[config.mk]
export PLATFORM = sky130hd
export DESIGN_NAME = pc_redirect_ctrl
export DESIGN_NICKNAME = d
export VERILOG_FILES = /design/src/rtl/pc_redirect_ctrl.sv
export SDC_FILE = /design/constraint.sdc
export NUM_CORES = 1
export LEC_CHECK = 0
export ABC_AREA = 0
export CORE_ASPECT_RATIO = 0.7
export CORE_MARGIN = 4
export CORE_UTILIZATION = 45
export DETAILED_ROUTE_END_ITERATION = 10
export HOLD_SLACK_MARGIN = 0.15
export PLACE_DENSITY_LB_ADDON = 0.15
export SYNTH_ARGS = -nofsm -noshare
export SYNTH_HDL_FRONTEND = slang
export SYNTH_SLANG_ARGS = --single-unit
[constraint.sdc]
create_clock -name clk -period 3.5 [get_ports clk]
set_input_delay 0.525 -clock clk [delete_from_list [all_inputs] [get_ports clk]]
set_output_delay 0.525 -clock clk [all_outputs]
set_load 0.1 [all_outputs]
[src/rtl/pc_redirect_ctrl.sv]
// -----------------------------------------------------------------------------
// pc_redirect_ctrl
//
// Sequencing controller for the PC address mux. Accepts decoded jump/branch
// indications from decode, waits for the branch comparator when a conditional
// branch is seen, drives the mux branch code for exactly one cycle per taken
// redirect and then holds a flush window so wrong-path fetches are discarded.
//
// Parameters
//   FLUSH_CYCLES  bubble cycles flushed per redirect, including the redirect
//                 cycle itself. Legal range 1..7.
//   CNT_RESET     value loaded into redirectcnt by reset (normally 0).
//
// Ports
//   clk          in   system clock, rising edge
//   rst          in   synchronous active-high reset
//   instvalid    in   decode-stage instruction valid
//   isjump       in   decoded instruction is an unconditional jump
//   isbranch     in   decoded instruction is a conditional branch
//   branchne     in   branch sense: 0 = beq, 1 = bne
//   cmpvalid     in   comparator result valid
//   cmpequal     in   comparator result: operands equal
//   branchcode   out  PC mux select: 00 NOLOAD, 01 SELJUMP, 10 SELBRANCH
//   flush        out  squash IF/ID contents this cycle
//   stall        out  hold fetch/decode this cycle
//   busy         out  controller not idle
//   redirectcnt  out  saturating count of taken redirects
//
// All outputs are decoded from registered state only.
// -----------------------------------------------------------------------------
module pc_redirect_ctrl #(
    parameter int unsigned FLUSH_CYCLES = 2,
    parameter logic [15:0] CNT_RESET    = 16'h0000
) (
    input  logic        clk,
    input  logic        rst,
    input  logic        instvalid,
    input  logic        isjump,
    input  logic        isbranch,
    input  logic        branchne,
    input  logic        cmpvalid,
    input  logic        cmpequal,
    output logic [1:0]  branchcode,
    output logic        flush,
    output logic        stall,
    output logic        busy,
    output logic [15:0] redirectcnt
);

    localparam logic [1:0] CODE_NOLOAD    = 2'b00;
    localparam logic [1:0] CODE_SELJUMP   = 2'b01;
    localparam logic [1:0] CODE_SELBRANCH = 2'b10;

    // Value the flush counter starts at on entering FLUSH; the REDIRECT cycle
    // already accounts for one of the FLUSH_CYCLES bubbles.
    localparam logic [2:0] FLUSH_LOAD = 3'(FLUSH_CYCLES - 1);

    typedef enum logic [1:0] {
        S_IDLE     = 2'd0,
        S_WAITCMP  = 2'd1,
        S_REDIRECT = 2'd2,
        S_FLUSH    = 2'd3
    } state_t;

    state_t      state_q, state_d;
    logic [2:0]  fcnt_q, fcnt_d;
    logic        kind_q, kind_d;      // 0 = jump, 1 = branch
    logic        bne_q, bne_d;        // branch sense held through WAITCMP
    logic [15:0] rcnt_q, rcnt_d;

    // -------------------------------------------------------------------------
    // State registers
    // -------------------------------------------------------------------------
    always_ff @(posedge clk) begin
        if (rst) begin
            state_q <= S_IDLE;
            fcnt_q  <= 3'd0;
            kind_q  <= 1'b0;
            bne_q   <= 1'b0;
            rcnt_q  <= CNT_RESET;
        end else begin
            state_q <= state_d;
            fcnt_q  <= fcnt_d;
            kind_q  <= kind_d;
            bne_q   <= bne_d;
            rcnt_q  <= rcnt_d;
        end
    end

    // -------------------------------------------------------------------------
    // Next-state logic
    // -------------------------------------------------------------------------
    always_comb begin
        state_d = state_q;
        fcnt_d  = fcnt_q;
        kind_d  = kind_q;
        bne_d   = bne_q;
        rcnt_d  = rcnt_q;

        case (state_q)
            S_IDLE: begin
                // A jump wins when both decode flags are raised together.
                if (instvalid && isjump) begin
                    kind_d  = 1'b0;
                    state_d = S_REDIRECT;
                end else if (instvalid && isbranch) begin
                    bne_d   = branchne;
                    state_d = S_WAITCMP;
                end
            end

            S_WAITCMP: begin
                if (cmpvalid) begin
                    if (cmpequal ^ bne_q) begin
                        kind_d  = 1'b1;
                        state_d = S_REDIRECT;
                    end else begin
                        state_d = S_IDLE;
                    end
                end
            end

            S_REDIRECT: begin
                if (rcnt_q != 16'hFFFF) begin
                    rcnt_d = rcnt_q + 16'd1;
                end
                if (FLUSH_CYCLES <= 1) begin
                    state_d = S_IDLE;
                end else begin
                    fcnt_d  = FLUSH_LOAD;
                    state_d = S_FLUSH;
                end
            end

            S_FLUSH: begin
                fcnt_d = fcnt_q - 3'd1;
                // Counter value 1 marks the last flush bubble.
                if (fcnt_q <= 3'd1) begin
                    state_d = S_IDLE;
                end
            end

            default: begin
                state_d = S_IDLE;
            end
        endcase
    end

    // -------------------------------------------------------------------------
    // Output decode (state only, no input-to-output path)
    // -------------------------------------------------------------------------
    always_comb begin
        branchcode = CODE_NOLOAD;
        if (state_q == S_REDIRECT) begin
            branchcode = kind_q ? CODE_SELBRANCH : CODE_SELJUMP;
        end
        flush       = (state_q == S_REDIRECT) || (state_q == S_FLUSH);
        stall       = (state_q == S_WAITCMP);
        busy        = (state_q != S_IDLE);
        redirectcnt = rcnt_q;
    end

endmodule

==> flow_summary.toml, run 1 <==
[floorplan]
fp.dieArea_mm2 = 0.00376
die_w_um = 71.6
design.core.area_mm2 = 0.00257
initial_core_util_pct = 49.5
ios = 29
die_h_um = 52.5
rows = 15

[critical_path]
r2r_setup_slack_ns = 1.47
cp_top_family = "buffers and inverters"
cp.arrival_ns = 1.96
cp-end-kind = "output port"
crit_fanout = 9
cp.buffers_inverters = 1
slowest_delay_ns = 1.20
crit_slowest_cell = "clkdlybuf4s50_1"
path_class = "flip-flop to output port"
worstSetupStartpointType = "flip-flop"
cp.required_ns = 2.97
crit_chain = "clkdlybuf4s50_1"

[placement]
io_buffers = 28
place.gp.congestion = 0.944
post-dp-hpwl_um = 2360

[clocking]
cts_tree = "built"
cts_root_buf = "clkbuf_8"
post_cts_buffers = 0
numCtsBuffers = 3
clk_pin_slew_ns = 0.08
cts_sinks = 23
cts-hold-fix-buffers = 0
clkLatencyLatePin_ns = 0.26
cts_buffer_depth = 2
h-tree-depth = 1
cts_resized = 0

[global_routing]
grt_first_pass_wirelength_um = 5540
grt_max_degree = 27
grt.total_usage_pct = 18.7
grt_pass1_vias = 1145
grt_overflow_total = 0
antenna_found_initial = 0

[synthesis]
synth_ff_type = "dfxtp_1"
synth.distinct_cells = 43
synth-edff-count = 0
synth_warnings = 0
synthTopCellsByArea = "dfxtp_1, nor2_1, a21oi_1, nor3_1, o21ai_0"
yosysTopAreaCellShare_pct = 36.1
yosysSeqAreaShare_pct = 36.1
async_reset_ff_share_pct = 0
synthCells = 153
syn_nets = 164
avgSynthCellArea_um2 = 8.32
ys_ff_latch = 23
netlist_area_mm2 = 0.00127
synth_area_leader_cell = "dfxtp_1"

[power]
vdd_drop_max_uv = 271
p_total_uw = 572
leakagePower_nw = 0.571
power.density_mw_per_mm2 = 357

[route]
drt_first_pass_iters = 4
vias = 1273
wl_per_cell_um = 14.9
drt-initial-drc-count = 176
drc = 0
antenna_left = 0
detail_route.vias_per_cell = 6.00
finalWirelength_um = 3160

[sta]
timing.final.crit_share_pct = 71.1
hold_slack_ns = 0.520
period_needed_ns = 2.49
maxSlewViolCount = 0
grt_setup_unrepaired = "no"
worstMarginPinSlew_ns = 0.991
fmax_ghz = 0.402
clock_skew_ns = 0.00530
hold_viol_final = 0
fin_tns_setup_ns = 0
relSlewSlack_pct = 33.7
setup_viol = 0

[finish]
synthToLayoutAreaGrowth_pct = 25.7
final_net_count = 190
fillers = 218
antenna_cells = 0
final_layout_size_suffix_gt1_share_pct = 7.87
utilization_pct = 62.3

[run_status]
status = "completed"

[flow_run]
drv_cap = 0

[hold_path]
worstHoldPathType = "flip-flop to flip-flop"
==> power breakdown <==
group / switching (mW) / internal, mW
Combinational: 0.0892 / 0.0364
Sequential: 0.0144 / 0.270
Clock: 0.0806 / 0.0812
==> cells by family after synthesis <==
logic type                 Yosys count  synth area share [%]
AOI/OAI and AO/OA                   40                  19.6
buffers and inverters               12                  3.63
DFF                                 23                  36.1
adders and majority gates            3                  2.95
and+or+nand+nor                     68                  31.9
muxes                                6                  5.01
xor gates and xnor gates             1                 0.688
==> Yosys cell counts, types with 4 or more instances <==
library cell,number
inv_1,5
o21ai_0,9
nor2b_1,6
clkbuf_1,6
a31oi_1,4
nand2_1,9
nor3_1,10
nor2_1,15
dfxtp_1,23
a211oi_1,4
a21oi_1,11
nand3_1,4
==> path summary, 6_finish.rpt <==
path | from | endpoint | cells past startpoint
setup reg to reg | redirectcnt[0] | redirectcnt[6] | 5
setup / recovery | redirectcnt[5] | redirectcnt[5] | 1
hold / removal | fcnt_q[0] | fcnt_q[0] | 1
hold reg to reg | fcnt_q[0] | fcnt_q[0] | 1
==> layer usage <==
metal  vias to the layer above  wire (um)  global-route usage (%)  share of wire (%)
met2                        58       1300                    27.3                 41
met3                         2        307                    5.75                9.7
met5                         -          0                       0                  0
met4                         0         10                    2.81               0.32
met1                       588       1540                    27.1                 49
li1                        625          -                       -                  -
==> placed cells by master, fill, tap and decap left out, drive strengths merged, types with 2 or more instances in the layout <==
master / count
a211oi: 4
a21oi: 11
a31oi: 4
a41oi: 2
and4: 2
buf: 5
clkbuf: 4
clkdlybuf4s50: 23
dfxtp: 23
ha: 3
inv: 5
mux2: 3
mux2i: 3
nand2: 9
nand3: 5
nand4: 4
nand4b: 2
nor2: 15
nor2b: 6
nor3: 10
nor4: 5
o21ai: 9
o21bai: 2
o31ai: 3
or4: 3
==> state kept, by name, summed over array words and instances (netlist names) <==
signal,count
kind_q,1
state_q,2
fcnt_q,3
bne_q,1
redirectcnt,16
==> area by class of cell <==
cell class	count	area [um^2]	share of cell area [%]
clock buffers	4	45.0	2.81
inverters	5	18.8	1.17
multi-input cells	118	767	47.9
flip-flops and latches	23	460	28.7
well taps	34	42.5	2.66
repair buffers	28	268	16.7
==> through the flow <==
step / area, um^2 / instances / worst slack [ns]
final: 1600 / 212 / 1.01
after detailed placement: 1560 / 208 / 1.31
after CTS: 1600 / 212 / 1.01
after global routing: 1600 / 212 / 0.936
after global placement: 1560 / 208 / 1.35
after floorplan: 1270 / 153 / 1.01
No activity file was read; power rests on OpenSTA's default activity.
==> run 2, diff against run 1 <==
clock period = 2.4 ns   (was 3.5 ns; I/O delays follow)
==> run 2 against run 1 <==
Against the previous run: worst setup slack lost 0.57 ns; first-iteration DRC count is 27% lower; register-to-register slack got worse by 1.0 ns; core utilization rose by 0.097 points; sequential power grew 45%; design area grew 0.16%; cell count grew 0.94%; critical path type is now flip-flop to flip-flop; non-clock buffer count is 2 higher; routed wire length up 1.4%; clock-buffer cell count stayed put; total power grew 49%.
==> flow_summary.toml, run 2 (synthesized netlist as in run 1, its figures left out) <==
[placement]
place.gp.congestion = 0.910
io_buffers = 28
post-dp-hpwl_um = 2470
placedCellCount = 210

[clocking]
cts_tree = "built"
cts_resized = 0
cts_buffer_depth = 2
cts-hold-fix-buffers = 0
h-tree-depth = 1
cts_root_buf = "clkbuf_8"
cts_sinks = 23
clk_pin_slew_ns = 0.08
numCtsBuffers = 3
post_cts_buffers = 0
clkLatencyLatePin_ns = 0.26

[power]
power.density_mw_per_mm2 = 530
vdd_drop_max_uv = 355
leakagePower_nw = 0.621
p_total_uw = 850

[hold_path]
worstHoldPathType = "flip-flop to flip-flop"
min_path_cells = 2

[sta]
maxSlewViolCount = 0
hold_viol_final = 0
fin_tns_setup_ns = 0
period_needed_ns = 1.96
fmax_ghz = 0.510
relSlewSlack_pct = 55.9
worstMarginPinSlew_ns = 0.655
setup_viol = 0
grt_setup_unrepaired = "no"
timing.final.crit_share_pct = 81.7
clock_skew_ns = 0.00360

[route]
antenna_left = 0
detail_route.vias_per_cell = 6.00
drc = 0
drt_first_pass_iters = 4
drt-initial-drc-count = 128
wl_per_cell_um = 15.0
finalWirelength_um = 3210
vias = 1284

[critical_path]
crit_fanout = 12
cp.arrival_ns = 2.09
cp-end-kind = "flip-flop"
ff2ff_path_depth = 4
worstSetupStartpointType = "flip-flop"
path_class = "flip-flop to flip-flop"
cp.required_ns = 2.53

[global_routing]
grt_max_degree = 18
grt_overflow_total = 0
grt_pass1_vias = 1097
grt.total_usage_pct = 17.9
antenna_found_initial = 0
grt_first_pass_wirelength_um = 5260

[floorplan]
ios = 29
fp.dieArea_mm2 = 0.00376
die_h_um = 52.5
rows = 15
die_w_um = 71.6
initial_core_util_pct = 49.5
design.core.area_mm2 = 0.00257

[finish]
regArea_um2 = 463
synthToLayoutAreaGrowth_pct = 25.9
largest_register_ffs = 16
final_net_count = 192
final_layout_size_suffix_gt1_share_pct = 18.9
fillers = 220
layout_common_cells = "dfxtp_1, buf_4, nor2_1, a21oi_1, nor3_1"
antenna_cells = 0
multi_input_area_um2 = 767
finalNonFillerCells = 214

[run_status]
status = "completed"

[flow_run]
drv_cap = 0
run 2: changes by cell type in the layout (fill, tap and decap cells not counted), sizes merged:
cell | previous run | this run
buf | 5 | 23
clkdlybuf4s50 | 23 | 7
run 2: through the flow:
| step | setup slack, ns | hold slack (ns) | util, % | instance area, um^2 |
|---|---|---|---|---|
| after floorplan | 0.0201 | 0.473 | - | 1280 |
| after global placement | 0.644 | 0.494 | 60.6 | 1560 |
| after detailed placement | 0.514 | 0.509 | 60.6 | 1560 |
| after CTS | 0.444 | 0.522 | 62.4 | 1600 |
| after global routing | 0.344 | 0.558 | 62.4 | 1600 |
| final | 0.440 | 0.526 | 62.4 | 1600 |
run 2: metal layers:
layer,GRT usage [%],share of wire [%],up-vias
met3,5.56,9.4,6
met2,26.2,42,61
met4,4.06,1.2,0
met5,0,0,-
met1,25.5,47,588
li1,-,-,629
run 2: worst paths after layout:
path	start	endpoint	slack, ns
setup / recovery	state_q[0]	redirectcnt[15]	0.44
hold / removal	redirectcnt[1]	redirectcnt[1]	0.53
setup reg to reg	state_q[0]	redirectcnt[15]	0.44
hold reg to reg	redirectcnt[1]	redirectcnt[1]	0.53
run 2: layout make-up:
| cell class | instances | area share (%) |
|---|---|---|
| timing repair buffer | 30 | 16.7 |
| multi-input combinational | 118 | 47.8 |
| inverter | 5 | 1.17 |
| sequential | 23 | 28.9 |
| tap | 34 | 2.65 |
| clock buffer | 4 | 2.81 |
run 2: where the power goes:
part / total (mW) / switching [mW] / internal (mW)
sequential: 0.413 / 0.0186 / 0.394
clock: 0.241 / 0.123 / 0.118
combinational: 0.196 / 0.135 / 0.0609
run 2: worst max-delay path, cell delays in order (launching register included):
cell and delay, ns:
dfxtp_1 0.42, nand4b_2 0.31, nor4_1 0.63, nor4bb_1 0.37
nor3_1 0.08
==> run 3, diff against run 2 <==
CORE_UTILIZATION = 44   (was 45)
clock period = 1.7 ns   (was 2.4 ns; I/O delays follow)
==> run 3 against run 2 <==
Against the previous run: register-to-register slack got worse by 0.39 ns; cell count rose by 8.4%; worst setup slack got worse by 0.39 ns; first-iteration DRC count down 30%; global-route usage up 2.2 points; clock-buffer cell count is 1 lower; via count up 8.5%; clock skew grew 0.0010 ns.
==> flow_summary.toml, run 3 (synthesized netlist as in run 1, its figures left out) <==
[run_status]
status = "completed"

[sta]
fmax_ghz = 0.605
setup_ws_ns = 0.0472
maxSlewViolCount = 0
relSlewSlack_pct = 75.3
setup_viol = 0
hold_viol_final = 0
clock_skew_ns = 0.00465
period_needed_ns = 1.65
timing.final.crit_share_pct = 97.2
worstMarginPinSlew_ns = 0.367

[critical_path]
crit_fanout = 7
path_class = "flip-flop to flip-flop"
crit_slowest_cell = "dfxtp_4"
cp-end-kind = "flip-flop"
crit_chain = "ha_4 > nand4_1 > nor4_4 > buf_4 > nor2_1 > mux2_1"
cp.required_ns = 1.86
cp.arrival_ns = 1.82
slowest_delay_ns = 0.41
worstSetupStartpointType = "flip-flop"

[finish]
layout_common_cells = "buf_12, dfxtp_4, buf_4, nor2_1"
antenna_cells = 0
final_common_cell = "buf_12"
utilization_pct = 75.9
multi_input_area_um2 = 832
largest_register_ffs = 16
regArea_um2 = 520
final_net_count = 208
final_layout_size_suffix_gt1_share_pct = 38.8
synthToLayoutAreaGrowth_pct = 65.8
fillers = 199
finalNonFillerCells = 232

[global_routing]
grt_overflow_total = 0
grt_pass1_vias = 1205
grt_first_pass_wirelength_um = 5760
grt_max_degree = 27
grt.total_usage_pct = 20.1
antenna_found_initial = 0

[floorplan]
die_h_um = 53.0
rows = 16
design.core.area_mm2 = 0.00278
ios = 29
initial_core_util_pct = 45.8
die_w_um = 72.3
fp.dieArea_mm2 = 0.00383

[power]
vdd_drop_max_uv = 446
p_total_mw = 1.26
power.density_mw_per_mm2 = 599
leakagePower_nw = 0.807

[clocking]
cts_tree = "built"
numCtsBuffers = 3
clkLatencyLatePin_ns = 0.27
cts_sinks = 23
cts_root_buf = "clkbuf_8"
cts_buffer_depth = 2
h-tree-depth = 1
clk_pin_slew_ns = 0.08
cts-hold-fix-buffers = 0

[route]
finalWirelength_um = 3920
vias = 1393
wl_per_cell_um = 16.9
drt-initial-drc-count = 89
drc = 0
antenna_left = 0
detail_route.vias_per_cell = 6.00
drt_first_pass_iters = 4

[placement]
dpl_worst_slack_ns = 0.0394
io_buffers = 28
placedCellCount = 219
post-dp-hpwl_um = 2740
place.gp.congestion = 0.879

[hold_path]
worstHoldPathType = "flip-flop to flip-flop"

[flow_run]
drv_cap = 0
run 3: what timing repair did:
action	4_1_cts	5_1_grt
gates cloned	0	0
endpoints found under the setup margin	1	7
pin swaps	0	5
gates resized for setup	1	5
setup buffers	0	9
run 3: path summary, 6_finish.rpt:
check | startpoint | endpoint | slack, ns | depth (start not counted)
worst min register to register | redirectcnt[8] | redirectcnt[8] | 0.51 | 1
worst min-delay path | redirectcnt[8] | redirectcnt[8] | 0.51 | 1
worst max-delay path | redirectcnt[0] | redirectcnt[0] | 0.05 | 6
worst max register to register | redirectcnt[0] | redirectcnt[0] | 0.05 | 6
run 3: report_power, final:
group          switching (mW)  total (mW)  leakage [nW]  internal (mW)
Sequential             0.0199       0.552         0.199          0.532
Clock                   0.180       0.344        0.0255          0.164
Combinational           0.221       0.368         0.582          0.147
Total                   0.421        1.26         0.807          0.843
run 3: area by class of cell:
| type | instances | share of cell area (%) |
|---|---|---|
| multi-input combinational | 118 | 39.4 |
| timing repair buffer | 46 | 30.6 |
| sequential | 23 | 24.6 |
| tap | 36 | 2.13 |
| clock buffer | 3 | 1.95 |
| inverter | 5 | 1.07 |
| clock inverter | 1 | 0.237 |
run 3: routing by layer:
| layer | wire length (um) | GRT usage (%) | up-vias | part of all wire (%) |
|---|---|---|---|---|
| met2 | 1830 | 29.9 | 52 | 47 |
| li1 | - | - | 665 | - |
| met1 | 1720 | 26.4 | 665 | 44 |
| met4 | 66 | 7.19 | 0 | 1.7 |
| met5 | 0 | 0 | - | 0 |
| met3 | 312 | 7.40 | 11 | 8.0 |
run 3: critical path: cells and delay by family, from the launching register on:
family                     cells  cell delay [ns]
and+or+nand+nor                3             0.48
DFF                            1             0.41
muxes                          1             0.30
adders and majority gates      1             0.18
buffers and inverters          1             0.18
run 3: metrics by stage:
stage | setup TNS [ns] | hold WS (ns) | instance area, um^2
3_5_place_dp | 0 | 0.493 | 1980
3_3_place_gp | 0 | 0.488 | 1980
6_report | 0 | 0.511 | 2110
4_1_cts | 0 | 0.510 | 2030
2_1_floorplan | -0.0365 | 0.399 | 1400
5_1_grt | -0.00661 | 0.531 | 2110
